<file path="src/rtl/alu_seq_unit_if.sv">
// Operand-issue and result-return handshake bundle for alu_seq_unit.
// The controller drives the master side; the ALU sits on the slave side.
interface alu_seq_unit_if #(
  parameter int WIDTH = 8
);
  logic             in_valid;
  logic             in_ready;
  logic [WIDTH-1:0] operand_1;
  logic [WIDTH-1:0] operand_2;
  logic [3:0]       operator;
  logic             out_valid;
  logic             out_ready;
  logic [WIDTH-1:0] Answer1;
  logic [WIDTH-1:0] Answer2;
  logic             error;

  modport master (
    output in_valid, operand_1, operand_2, operator, out_ready,
    input  in_ready, out_valid, Answer1, Answer2, error
  );

  modport slave (
    input  in_valid, operand_1, operand_2, operator, out_ready,
    output in_ready, out_valid, Answer1, Answer2, error
  );
endinterface

</file>
<file path="src/rtl/alu_seq_unit.sv">
// Registered ALU with valid/ready handshake: single-cycle logic ops, iterative
// shift-add multiply and restoring divide (one bit per cycle), error flagging.
module alu_seq_unit #(
  parameter int WIDTH = 8
) (
  input  logic          clk,
  input  logic          rst_n,
  alu_seq_unit_if.slave bus
);

  localparam int CNT_W = (WIDTH > 1) ? $clog2(WIDTH) : 1;
  localparam logic [CNT_W-1:0] CNT_LAST = CNT_W'(WIDTH - 1);

  localparam logic [3:0] OP_ADD = 4'd0;
  localparam logic [3:0] OP_SUB = 4'd1;
  localparam logic [3:0] OP_MUL = 4'd2;
  localparam logic [3:0] OP_DIV = 4'd3;
  localparam logic [3:0] OP_AND = 4'd4;
  localparam logic [3:0] OP_OR  = 4'd5;
  localparam logic [3:0] OP_XOR = 4'd6;

  typedef enum logic [1:0] {IDLE, ITER, DONE} state_t;

  state_t           state, state_n;
  logic [3:0]       op_r;
  logic [WIDTH-1:0] a_r, b_r;
  logic [WIDTH-1:0] hi_r, lo_r;
  logic [CNT_W-1:0] cnt_r;
  logic [WIDTH-1:0] ans1_r, ans2_r;
  logic             err_r;

  logic             accept, iter_last;
  logic             goes_iter;
  logic [WIDTH:0]   sum;
  logic [WIDTH-1:0] res1, res2;
  logic             res_err;
  logic [WIDTH:0]   mul_sum, div_shift;
  logic             div_ge;
  logic [WIDTH-1:0] hi_n, lo_n;

  // NOTE: every signal written in always_comb gets a default first, so no path
  // leaves it unassigned and no latch is inferred.
  always_comb begin
    sum       = {1'b0, bus.operand_1} + {1'b0, bus.operand_2};
    res1      = '0;
    res2      = '0;
    res_err   = 1'b0;
    goes_iter = 1'b0;
    case (bus.operator)
      OP_ADD: begin
        res1 = sum[WIDTH-1:0];
        res2 = {{(WIDTH-1){1'b0}}, sum[WIDTH]};
      end
      OP_SUB: begin
        res1 = bus.operand_1 - bus.operand_2;
        res2 = {{(WIDTH-1){1'b0}}, (bus.operand_1 < bus.operand_2)};
      end
      OP_MUL: goes_iter = 1'b1;
      OP_DIV: begin
        if (bus.operand_2 == '0) begin
          res1    = '1;
          res2    = bus.operand_1;
          res_err = 1'b1;
        end else begin
          goes_iter = 1'b1;
        end
      end
      OP_AND:  res1 = bus.operand_1 & bus.operand_2;
      OP_OR:   res1 = bus.operand_1 | bus.operand_2;
      OP_XOR:  res1 = bus.operand_1 ^ bus.operand_2;
      default: res_err = 1'b1;
    endcase
  end

  // Multiply keeps {hi, lo} as partial product over the remaining multiplier;
  // divide keeps hi as remainder and shifts quotient bits into lo.
  always_comb begin
    mul_sum   = {1'b0, hi_r} + (lo_r[0] ? {1'b0, a_r} : {(WIDTH+1){1'b0}});
    div_shift = {hi_r, lo_r[WIDTH-1]};
    div_ge    = (div_shift >= {1'b0, b_r});
    if (op_r == OP_MUL) begin
      hi_n = mul_sum[WIDTH:1];
      lo_n = {mul_sum[0], lo_r[WIDTH-1:1]};
    end else begin
      hi_n = div_ge ? WIDTH'(div_shift - {1'b0, b_r}) : div_shift[WIDTH-1:0];
      lo_n = {lo_r[WIDTH-2:0], div_ge};
    end
  end

  always_comb begin
    state_n       = state;
    accept        = 1'b0;
    iter_last     = 1'b0;
    bus.in_ready  = (state == IDLE);
    bus.out_valid = (state == DONE);
    case (state)
      IDLE: begin
        if (bus.in_valid) begin
          accept  = 1'b1;
          state_n = goes_iter ? ITER : DONE;
        end
      end
      ITER: begin
        if (cnt_r == CNT_LAST) begin
          iter_last = 1'b1;
          state_n   = DONE;
        end
      end
      DONE:    if (bus.out_ready) state_n = IDLE;
      default: state_n = IDLE;
    endcase
  end

  // NOTE: sequential state uses non-blocking assignments so every register
  // samples pre-edge values regardless of statement order.
  always_ff @(posedge clk) begin
    if (!rst_n) state <= IDLE;
    else        state <= state_n;
  end

  // NOTE: reset is synchronous and clears the whole datapath, so an aborted
  // iteration can never leak a partial result after reset.
  always_ff @(posedge clk) begin
    if (!rst_n) begin
      op_r   <= '0;
      a_r    <= '0;
      b_r    <= '0;
      hi_r   <= '0;
      lo_r   <= '0;
      cnt_r  <= '0;
      ans1_r <= '0;
      ans2_r <= '0;
      err_r  <= 1'b0;
    end else if (accept) begin
      op_r  <= bus.operator;
      a_r   <= bus.operand_1;
      b_r   <= bus.operand_2;
      hi_r  <= '0;
      lo_r  <= (bus.operator == OP_MUL) ? bus.operand_2 : bus.operand_1;
      cnt_r <= '0;
      if (!goes_iter) begin
        ans1_r <= res1;
        ans2_r <= res2;
        err_r  <= res_err;
      end
    end else if (state == ITER) begin
      hi_r  <= hi_n;
      lo_r  <= lo_n;
      cnt_r <= cnt_r + 1'b1;
      if (iter_last) begin
        ans1_r <= lo_n;
        ans2_r <= hi_n;
        err_r  <= 1'b0;
      end
    end
  end

  assign bus.Answer1 = ans1_r;
  assign bus.Answer2 = ans2_r;
  assign bus.error   = err_r;

endmodule

</file>
<file path="src/flat_wrapper.sv">
// flat-port wrapper written by rule: the top's interface ports become plain ports
module alu_seq_unit_flat 
#(
  parameter int WIDTH = 8
)
  (clk, rst_n, bus_in_valid, bus_operand_1, bus_operand_2, bus_operator, bus_out_ready, bus_in_ready, bus_out_valid, bus_Answer1, bus_Answer2, bus_error);
  alu_seq_unit_if #(.WIDTH(WIDTH)) bus_i ();
  input  logic clk;
  input  logic rst_n;
  input wire logic [$bits(bus_i.in_valid)-1:0] bus_in_valid;
  input wire logic [$bits(bus_i.operand_1)-1:0] bus_operand_1;
  input wire logic [$bits(bus_i.operand_2)-1:0] bus_operand_2;
  input wire logic [$bits(bus_i.operator)-1:0] bus_operator;
  input wire logic [$bits(bus_i.out_ready)-1:0] bus_out_ready;
  output wire logic [$bits(bus_i.in_ready)-1:0] bus_in_ready;
  output wire logic [$bits(bus_i.out_valid)-1:0] bus_out_valid;
  output wire logic [$bits(bus_i.Answer1)-1:0] bus_Answer1;
  output wire logic [$bits(bus_i.Answer2)-1:0] bus_Answer2;
  output wire logic [$bits(bus_i.error)-1:0] bus_error;
  assign bus_i.in_valid = bus_in_valid;
  assign bus_i.operand_1 = bus_operand_1;
  assign bus_i.operand_2 = bus_operand_2;
  assign bus_i.operator = bus_operator;
  assign bus_i.out_ready = bus_out_ready;
  assign bus_in_ready = bus_i.in_ready;
  assign bus_out_valid = bus_i.out_valid;
  assign bus_Answer1 = bus_i.Answer1;
  assign bus_Answer2 = bus_i.Answer2;
  assign bus_error = bus_i.error;
  alu_seq_unit #(.WIDTH(WIDTH)) u_core (.clk(clk), .rst_n(rst_n), .bus(bus_i));
endmodule
</file>
<file path="config.mk">
export PLATFORM = sky130hd
export DESIGN_NAME = alu_seq_unit_flat
export DESIGN_NICKNAME = d
export VERILOG_FILES = /design/src/rtl/alu_seq_unit_if.sv /design/src/rtl/alu_seq_unit.sv /design/src/flat_wrapper.sv
export SDC_FILE = /design/constraint.sdc
export NUM_CORES = 1
export LEC_CHECK = 0
export CELL_PAD_IN_SITES_DETAIL_PLACEMENT = 1
export CELL_PAD_IN_SITES_GLOBAL_PLACEMENT = 2
export CORE_MARGIN = 3
export CORE_UTILIZATION = 34
export DETAILED_ROUTE_END_ITERATION = 7
export GPL_TIMING_DRIVEN = 0
export PLACE_DENSITY_LB_ADDON = 0.1
export REMOVE_ABC_BUFFERS = 1
export SLEW_MARGIN = 40
export SYNTH_ARGS = -nofsm -noshare
export SYNTH_HDL_FRONTEND = slang
export SYNTH_SLANG_ARGS = --single-unit
export TNS_END_PERCENT = 1
</file>
<file path="constraint.sdc">
create_clock -name clk -period 2.6 [get_ports clk]
set_input_delay 0.39 -clock clk [delete_from_list [all_inputs] [get_ports clk]]
set_output_delay 0.39 -clock clk [all_outputs]
set_load 0.1 [all_outputs]
</file>
==> flow_summary.json, run 1 <==
{
  "antenna_cells": 0,
  "ys_top_cells_by_count": "92 x nand2_1, 80 x a21oi_1, 58 x dfxtp_1",
  "fin_area_um2": 5610,
  "grt_overflow": 0,
  "ys_top_cells_by_area": "dfxtp_1 25%, ha_1 12%, a21oi_1 8.6%, nand2_1 7.4%, nor2_1 3.6%",
  "drive_gt1_share_pct": 14.6,
  "start_util_pct": 34.9,
  "skew_ns": 0.00633,
  "power.leakage_nw": 2.32,
  "clkSinkCount": 58,
  "nets": 720,
  "track_usage_pct": 23.0,
  "synth.mux.area_fraction_pct": 2.36,
  "postLayoutCoreUtil_pct": 42.0,
  "layout_min_cycle_time_ns": 2.52,
  "syn_area_per_cell_um2": 7.52,
  "slew_viol_final": 0,
  "grt_pass1_vias": 4800,
  "r2r_start": "u_core.lo_r[7]$_SDFFE_PN0P_",
  "worst_pin_slew_ns": 0.827,
  "first_pass_iters": 4,
  "synth-xor-area-share_pct": 2.82,
  "vias": 4690,
  "dpl-instance-area_um2": 5110,
  "synthArstFlopShare_pct": 0,
  "synth-seq-cells": 58,
  "cp_cell_sequence": "inv_2 -> ha_4 -> fa_2 -> nand2b_4 -> a21oi_1 -> or4b_2 -> a32o_1 -> a211o_1 -> o221ai_2 -> o211a_1",
  "drt_iter0_markers": 286,
  "max_freq_mhz": 397,
  "drc": 0,
  "startpoint_type": "register",
  "clkSlewWorstSetupHoldPaths_ns": 0.06,
  "die_h_um": 123,
  "htreeDepth": 3,
  "core_um2": 13300,
  "max_stage_delay_ns": 0.61,
  "dieArea_um2": 15200,
  "grt_pass1_wl_um": 26600,
  "cts_tree": "done",
  "startpoint": "u_core.lo_r[7]$_SDFFE_PN0P_",
  "ff2ff_path_depth": 10,
  "rsz0062_at_grt": "true",
  "wl_per_cell_um": 20.7,
  "synth_top_family_by_area": "compound AO/OA/AOI/OAI gates",
  "synth.most_common_cell": "nand2_1",
  "status": "completed",
  "fin_crit_sh_pct": 96.9,
  "clk_latency_ns": 0.34,
  "path_delay_family": "compound AO/OA/AOI/OAI gates",
  "yosysWarnings": 0,
  "path_max_fanout": 3,
  "crit_type": "reg -> reg",
  "crit_cells": 10,
  "hpwl_um": 12500,
  "maxCapViolCount": 0,
  "cp.arrival_ns": 2.80,
  "relSlewSlack_pct": 44.0,
  "yosys.area.top_type": "dfxtp_1",
  "port_buffers": 42,
  "setup-tns-final_ns": 0,
  "synth.distinct_cells": 68,
  "gp_congestion": 0.894,
  "synth_fa_ha_area_share_pct": 13.8,
  "synth_compound_area_share_pct": 28.5,
  "drtAntennaViolNets": 0,
  "synth_ff_type": "dfxtp_1",
  "hold_viol": 0,
  "power_mw": 3.52,
  "routed_wl_um": 17100,
  "synth-edff-count": 0,
  "critPathRequiredTime_ns": 2.88,
  "cts-root-buf": "clkbuf_16",
  "hold_path.class": "in -> reg",
  "cts-buffers-inserted": 9,
  "power_density_nw_per_um2": 627,
  "synth_area_um2": 4660,
  "synth_cells": 620,
  "peakVddDrop_mv": 0.365,
  "r2r_end": "u_core.bus.Answer2[6]$_SDFFE_PN0P_",
  "cp_num_buf_inv": 1,
  "endpoint": "u_core.bus.Answer2[6]$_SDFFE_PN0P_",
  "end_kind": "register",
  "yosysTopAreaCellShare_pct": 24.9,
  "io-pin-count": 43,
  "antenna_found_initial": 0,
  "layout_setup_ws_ns": 0.0815,
  "yosysSeqAreaShare_pct": 24.9,
  "setup-violations-final": 0,
  "std_cell_rows": 42,
  "grt_max_degree": 44,
  "dp_slack_ns": -0.678,
  "die_w_um": 123,
  "viasPerCell": 5.67,
  "synthSimpleGateAreaFrac_pct": 21.0,
  "syn_to_final_growth_pct": 20.2,
  "cts_max_path_buffers": 2,
  "slowest_stage": "or4b_2",
  "r2r_slack_ns": 0.08
}
power breakdown:
part	internal (mW)	switching [mW]	total, mW
Combinational	0.347	0.751	1.10
Sequential	0.953	0.0463	0.999
Clock	0.955	0.463	1.42
final cells by class:
class,instances,area [um2]
clock inverter,5,103
tap,176,220
multi-input combinational,491,3380
inverter,38,143
timing repair buffer,49,360
fill,1682,7740
sequential,58,1170
clock buffer,10,239
worst min-delay path by stage:
stage	startpoint	cells past startpoint	end	slack (ns)
2_1_floorplan	u_core.a_r[0]$_SDFFE_PN0P_	2	u_core.a_r[0]$_SDFFE_PN0P_	0.43
3_3_place_gp	u_core.a_r[1]$_SDFFE_PN0P_	2	u_core.a_r[1]$_SDFFE_PN0P_	0.44
3_5_place_dp	u_core.a_r[7]$_SDFFE_PN0P_	2	u_core.a_r[7]$_SDFFE_PN0P_	0.44
4_1_cts	u_core.a_r[7]$_SDFFE_PN0P_	2	u_core.a_r[7]$_SDFFE_PN0P_	0.45
5_1_grt	bus_operand_2[1]	3	u_core.b_r[1]$_SDFFE_PN0P_	0.45
6_report	bus_operand_2[4]	3	u_core.b_r[4]$_SDFFE_PN0P_	0.44
cell families after synthesis:
family | count (synthesis)
buffers and inverters | 72
DFF | 58
xor gates and xnor gates | 15
adders and majority gates | 49
and+or+nand+nor | 208
AOI/OAI and AO/OA | 207
muxes | 11
placed cells by master, fill, tap and decap left out, types with 8 or more instances in the layout:
cell type        synthesis  final
nand3_1                  9      9
dfxtp_1                 58     54
a21o_1                  10     10
o21ai_1                 11     11
and2_1                  10      8
clkbuf_16                0      9
xnor2_1                 11     11
nor2_1                  45     44
inv_1                   37     33
a21oi_1                 80     79
a31oi_1                 11      9
buf_2                    4     21
a211oi_1                13     11
mux2i_1                 11     10
nand2_1                 92     90
ha_1                    45     41
clkdlybuf4s50_1          0      9
o21ai_0                 27     27
o211ai_1                 8      8
nor3_1                  10      9
sequential cells by signal, indices dropped and copies added, names as in the netlist:
name                count
u_core.cnt_r            3
u_core.a_r              8
u_core.b_r              8
u_core.state            2
u_core.bus.Answer2      8
u_core.bus.error        1
u_core.lo_r             8
u_core.op_r             4
u_core.hi_r             8
u_core.bus.Answer1      8
what timing repair did:
action,4_1_cts,5_1_grt
cloned,0,1
resized for setup,21,31
buffers inserted,2,2
endpoints found under the setup margin,27,21
hold buffers,0,0
hold endpoints to repair,0,0
pin swaps,2,4
per-stage QoR:
| stage | hold slack [ns] | cells |
|---|---|---|
| final | 0.443 | 827 |
| after global routing | 0.448 | 827 |
| after CTS | 0.453 | 824 |
| after detailed placement | 0.445 | 807 |
| after global placement | 0.441 | 804 |
| after floorplan | 0.432 | 586 |
layer usage:
metal / wire length [um] / vias up / global-route usage [%]
met5: 0 / - / 0
met4: 260 / 0 / 6.99
met3: 732 / 20 / 4.07
met2: 7650 / 95 / 36.1
met1: 8440 / 2308 / 32.3
li1: - / 2267 / -
worst min-delay path: cells and delay by family:
family          cells  cell delay [ns]
compound gates      1             0.06
simple gates        1             0.10
buf+inv             1             0.19
(Power assumes the default switching activity.)
==> run 2: changes to the inputs <==
PLACE_DENSITY = 0.92   (was unset)
PLACE_DENSITY_LB_ADDON = unset   (was 0.1)
==> run 2 against run 1 <==
Effect of this change:
- register-to-register slack worse by 0.04 ns
- first-iteration DRC count rose by 0.70%
- combinational power increased by 4%
- global-route usage about the same
- critical endpoint unchanged
- die area stayed put
- setup slack lost 0.035 ns
- critical path type unchanged
- flip-flop and latch count did not move
- fmax is 1.4% lower
- largest cell class unchanged
- highest routed layer unchanged
==> flow_summary.json, run 2 (synthesized netlist as in run 1, its figures left out) <==
{
  "power_density_nw_per_um2": 609,
  "dpl-instance-area_um2": 5110,
  "power.leakage_nw": 2.37,
  "grt_overflow": 0,
  "r2r_end": "u_core.bus.Answer2[6]$_SDFFE_PN0P_",
  "grt_max_degree": 44,
  "fin_area_um2": 5680,
  "antenna_found_initial": 0,
  "setup-tns-final_ns": 0,
  "hold_path.class": "in -> reg",
  "grt_pass1_vias": 5060,
  "endpoint": "u_core.bus.Answer2[6]$_SDFFE_PN0P_",
  "crit_type": "reg -> reg",
  "power_frac_comb_pct": 33.0,
  "startpoint": "u_core.b_r[4]$_SDFFE_PN0P_",
  "gp_congestion": 0.899,
  "setup-violations-final": 0,
  "hpwl_um": 12100,
  "critPathRequiredTime_ns": 2.88,
  "relSlewSlack_pct": 46.1,
  "netSwitchingPower_mw": 1.27,
  "nets": 725,
  "pwr-share-clk_pct": 38.0,
  "maxCapViolCount": 0,
  "final_common_cell": "nand2_1",
  "std_cell_rows": 42,
  "clkSinkCount": 58,
  "rsz0062_at_grt": "true",
  "status": "completed",
  "skew_ns": 0.0128,
  "viasPerCell": 5.78,
  "seq_power_share_pct": 29.0,
  "io-pin-count": 43,
  "max_freq_mhz": 392,
  "layout_setup_ws_ns": 0.0462,
  "clk_latency_ns": 0.34,
  "final_cell_mix": "90 x nand2_1, 79 x a21oi_1, 55 x dfxtp_1, 44 x nor2_1, 37 x ha_1",
  "track_usage_pct": 23.0,
  "swShare_pct": 36.7,
  "hold_viol": 0,
  "peakVddDrop_mv": 0.310,
  "die_h_um": 123,
  "wl_per_cell_um": 20.6,
  "ff2ff_path_depth": 8,
  "n_fill_cell": 1683,
  "cts-root-buf": "clkbuf_16",
  "drtAntennaViolNets": 0,
  "dp_slack_ns": -0.725,
  "drt_iter0_markers": 288,
  "layout_min_cycle_time_ns": 2.55,
  "core_um2": 13300,
  "port_buffers": 42,
  "dieArea_um2": 15200,
  "routed_wl_um": 17200,
  "startpoint_type": "register",
  "cts-buffers-inserted": 9,
  "first_pass_iters": 5,
  "path_max_fanout": 5,
  "slew_viol_final": 0,
  "r2r_slack_ns": 0.05,
  "htreeDepth": 3,
  "worst_pin_slew_ns": 0.806,
  "cts_tree": "done",
  "drive_gt1_share_pct": 15.7,
  "p_int_mw": 2.19,
  "die_w_um": 123,
  "r2r_start": "u_core.b_r[4]$_SDFFE_PN0P_",
  "vias": 4815,
  "syn_to_final_growth_pct": 21.7,
  "drc": 0,
  "end_kind": "register",
  "grt_pass1_wl_um": 26900,
  "antenna_cells": 0,
  "fin_crit_sh_pct": 98.2,
  "clkSlewWorstSetupHoldPaths_ns": 0.06,
  "start_util_pct": 34.9,
  "cp.arrival_ns": 2.83,
  "cts_max_path_buffers": 2
}
==> run 2: changes by cell type in the layout (fill, tap and decap cells not counted), moves of 2 or more <==
cell,previous run,this run
clkdlybuf4s15_1,0,2
clkbuf_2,3,1
dlygate4sd2_1,6,3
buf_4,6,12
dlymetal6s2s_1,3,5
ha_2,3,7
ha_1,41,37
==> run 2: stage by stage <==
stage | hold WS [ns] | total power, mW | util (%) | std cells
after floorplan | 0.432 | 1.73 | - | 586
after global placement | 0.442 | 2.04 | 38.5 | 804
after detailed placement | 0.451 | 2.04 | 38.3 | 807
after CTS | 0.459 | 3.39 | 41.1 | 825
after global routing | 0.432 | 3.61 | 42.5 | 833
final | 0.415 | 3.46 | 42.5 | 833
==> run 2: power by group through the flow <==
stage	logic, mW	clock network, mW	registers (mW)
2_1_floorplan	0.537	0	1.20
4_1_cts	1.06	1.33	1.00
3_3_place_gp	1.02	0	1.01
5_1_grt	1.23	1.37	1.01
3_5_place_dp	1.03	0	1.02
6_report	1.14	1.31	1.00
==> run 2: worst min path at each step <==
stage	start	endpoint	cells after the start
4_1_cts	u_core.b_r[7]$_SDFFE_PN0P_	u_core.b_r[7]$_SDFFE_PN0P_	2
3_5_place_dp	u_core.b_r[7]$_SDFFE_PN0P_	u_core.b_r[7]$_SDFFE_PN0P_	2
2_1_floorplan	u_core.a_r[0]$_SDFFE_PN0P_	u_core.a_r[0]$_SDFFE_PN0P_	2
3_3_place_gp	u_core.a_r[6]$_SDFFE_PN0P_	u_core.a_r[6]$_SDFFE_PN0P_	2
6_report	bus_operand_1[0]	u_core.a_r[0]$_SDFFE_PN0P_	3
5_1_grt	bus_operand_1[0]	u_core.a_r[0]$_SDFFE_PN0P_	3
==> run 2: layout make-up <==
cell class	count	area [um2]	share of cell area, %
multi-input cells	490	3400	60.0
flip-flops and latches	58	1160	20.5
inverters	38	143	2.51
well taps	176	220	3.88
clock buffers	11	243	4.28
clock inverters	5	77.6	1.37
repair buffers	55	424	7.47
==> run 2: per-layer routing <==
layer | share of wire, % | vias up | track usage (%)
li1 | - | 2281 | -
met1 | 43 | 2377 | 29.1
met2 | 49 | 121 | 39.9
met3 | 4.7 | 36 | 3.16
met4 | 2.6 | 0 | 8.24
met5 | 0 | - | 0
==> run 2: what timing repair did <==
action	CTS	global route
pin swaps	1	8
setup buffers	2	8
gates resized for setup	18	38
gates cloned	0	0
hold buffers	0	0
setup endpoints to repair	24	23
==> run 2: critical path, stage by stage (launching register included) <==
cell and delay, ns:
dfxtp_1 0.35, inv_1 0.09, ha_2 0.41, o2111ai_4 0.17, a2111o_1 0.50, a32o_2 0.25
a211o_1 0.33, o221ai_2 0.22, o211a_1 0.18
==> run 3: changes to the inputs <==
RECOVER_POWER = 100   (was unset)
==> run 3 against run 2 <==
Effect of this change:
- non-clock buffer count did not move
- largest power group unchanged
- sequential share of layout area rose by 0.082 points
- routed wire length barely moved
- critical path type unchanged
==> flow_summary.json, run 3 (synthesized netlist as in run 1, its figures left out) <==
{
  "drtAntennaViolNets": 0,
  "ff2ff_path_depth": 10,
  "clkSinkCount": 58,
  "max_freq_mhz": 392,
  "drive_gt1_share_pct": 12.9,
  "rsz0062_at_grt": "true",
  "grt_pass1_wl_um": 26900,
  "final_cell_mix": "90 x nand2_1, 79 x a21oi_1, 55 x dfxtp_1, 44 x nor2_1, 37 x ha_1",
  "status": "completed",
  "final_common_cell": "nand2_1",
  "clk_latency_ns": 0.34,
  "drt_iter0_markers": 325,
  "clkSlewWorstSetupHoldPaths_ns": 0.06,
  "crit_type": "reg -> reg",
  "netSwitchingPower_mw": 1.27,
  "critPathRequiredTime_ns": 2.86,
  "layout_min_cycle_time_ns": 2.55,
  "hpwl_um": 12100,
  "peakVddDrop_mv": 0.308,
  "syn_to_final_growth_pct": 21.2,
  "grt_max_degree": 44,
  "power_mw": 3.45,
  "r2r_end": "u_core.bus.Answer2[2]$_SDFFE_PN0P_",
  "grt_overflow": 0,
  "dp_slack_ns": -0.725,
  "antenna_cells": 0,
  "die_h_um": 123,
  "dieArea_um2": 15200,
  "routed_wl_um": 17200,
  "viasPerCell": 5.78,
  "final-instance-count-excl-fill": 833,
  "r2r_slack_ns": 0.05,
  "setup-tns-final_ns": 0,
  "hold_path.class": "in -> reg",
  "io-pin-count": 43,
  "drc": 0,
  "dpl-instance-area_um2": 5110,
  "cts-buffers-inserted": 9,
  "start_util_pct": 34.9,
  "met1_usage_pct": 29.1,
  "hp-start": "bus_operand_1[0]",
  "pwr-share-clk_pct": 38.1,
  "nets": 725,
  "vias": 4816,
  "cts_hold_buffers": 0,
  "relSlewSlack_pct": 20.2,
  "path_max_fanout": 4,
  "antenna_found_initial": 0,
  "fin_area_um2": 5650,
  "skew_ns": 0.0138,
  "core_um2": 13300,
  "hold_viol": 0,
  "std_cell_rows": 42,
  "wl_per_cell_um": 20.6,
  "first_pass_iters": 5,
  "maxCapViolCount": 0,
  "gp_congestion": 0.899,
  "p_int_mw": 2.18,
  "place_inst": 807,
  "end_kind": "register",
  "hold_depth": 3,
  "cp.arrival_ns": 2.81,
  "cts-root-buf": "clkbuf_16",
  "grt-busiest-layer": "met2",
  "grtUsageMet3_pct": 3.16,
  "worst_pin_slew_ns": 1.20,
  "cts_max_path_buffers": 2,
  "htreeDepth": 3,
  "die_w_um": 123,
  "cts_tree": "done",
  "power.leakage_nw": 2.30,
  "seq_power_share_pct": 29.1,
  "holdPathEnd": "u_core.a_r[0]$_SDFFE_PN0P_",
  "power_density_nw_per_um2": 611,
  "power_frac_comb_pct": 32.8,
  "port_buffers": 42,
  "setup-violations-final": 0,
  "grt_pass1_vias": 5060,
  "swShare_pct": 36.9,
  "r2r_start": "u_core.b_r[1]$_SDFFE_PN0P_",
  "fin_crit_sh_pct": 98.2,
  "track_usage_pct": 23.0,
  "slew_viol_final": 0,
  "layout_setup_ws_ns": 0.0480,
  "met2_usage_pct": 39.9,
  "startpoint_type": "register"
}
## run 3: changes by cell type in the layout (fill, tap and decap cells not counted)
cell | previous run | this run
clkbuf_1 | 1 | 19
buf_2 | 21 | 2
clkbuf_2 | 1 | 2
## run 3: power groups by stage
stage / registers [mW] / logic (mW) / clock network, mW
2_1_floorplan: 1.20 / 0.537 / 0
3_3_place_gp: 1.01 / 1.02 / 0
3_5_place_dp: 1.02 / 1.03 / 0
4_1_cts: 1.00 / 1.06 / 1.33
5_1_grt: 1.01 / 1.22 / 1.37
6_report: 1.00 / 1.13 / 1.32
## run 3: critical path, cell delays in order (launching register included)
cell and delay [ns]:
dfxtp_2 0.36, inv_1 0.05, ha_1 0.29, nor2b_4 0.17, o2111ai_4 0.14, a2111o_1 0.50
buf_4 0.17, a21o_1 0.15, a31oi_1 0.36, nand2_1 0.10, a31oi_1 0.18
## run 3: worst max path at each step
stage                                            start                            endpoint  slack (ns)  cells after the start
after CTS                  u_core.lo_r[7]$_SDFFE_PN0P_  u_core.bus.Answer2[6]$_SDFFE_PN0P_       -0.03                     10
after global placement                    bus_in_valid  u_core.bus.Answer2[3]$_SDFFE_PN0P_       -2.15                      8
after global routing        u_core.b_r[1]$_SDFFE_PN0P_  u_core.bus.Answer2[6]$_SDFFE_PN0P_       -0.04                      9
after detailed placement               bus_operator[1]  u_core.bus.Answer2[3]$_SDFFE_PN0P_       -0.72                      8
after floorplan           u_core.state[0]$_SDFFE_PN0P_  u_core.bus.Answer1[1]$_SDFFE_PN0P_       -1.46                      7
final                       u_core.b_r[1]$_SDFFE_PN0P_  u_core.bus.Answer2[2]$_SDFFE_PN0P_        0.05                     10
## run 3: layer usage
metal / share of wire (%) / wire, um
met1: 44 / 7530
met2: 49 / 8470
met3: 4.5 / 781
met4: 2.4 / 418
met5: 0 / 0
## run 3: cell type report
| cell class | instances | area (um2) |
|---|---|---|
| fill | 1681 | 7690 |
| multi-input combinational | 490 | 3400 |
| sequential | 58 | 1160 |
| timing repair buffer | 55 | 402 |
| clock buffer | 11 | 243 |
| tap | 176 | 220 |
| inverter | 38 | 143 |
| clock inverter | 5 | 77.6 |
## run 3: timing repair
| action | CTS | global route |
|---|---|---|
| setup endpoints to repair | 24 | 23 |
| buffers inserted | 2 | 8 |
| pin swaps | 1 | 8 |
| resized for setup | 18 | 38 |
## run 3: per-stage QoR
| stage | hold slack, ns | utilization, % |
|---|---|---|
| 2_1_floorplan | 0.432 | - |
| 3_3_place_gp | 0.442 | 38.5 |
| 3_5_place_dp | 0.451 | 38.3 |
| 4_1_cts | 0.459 | 41.1 |
| 5_1_grt | 0.432 | 42.4 |
| 6_report | 0.413 | 42.4 |
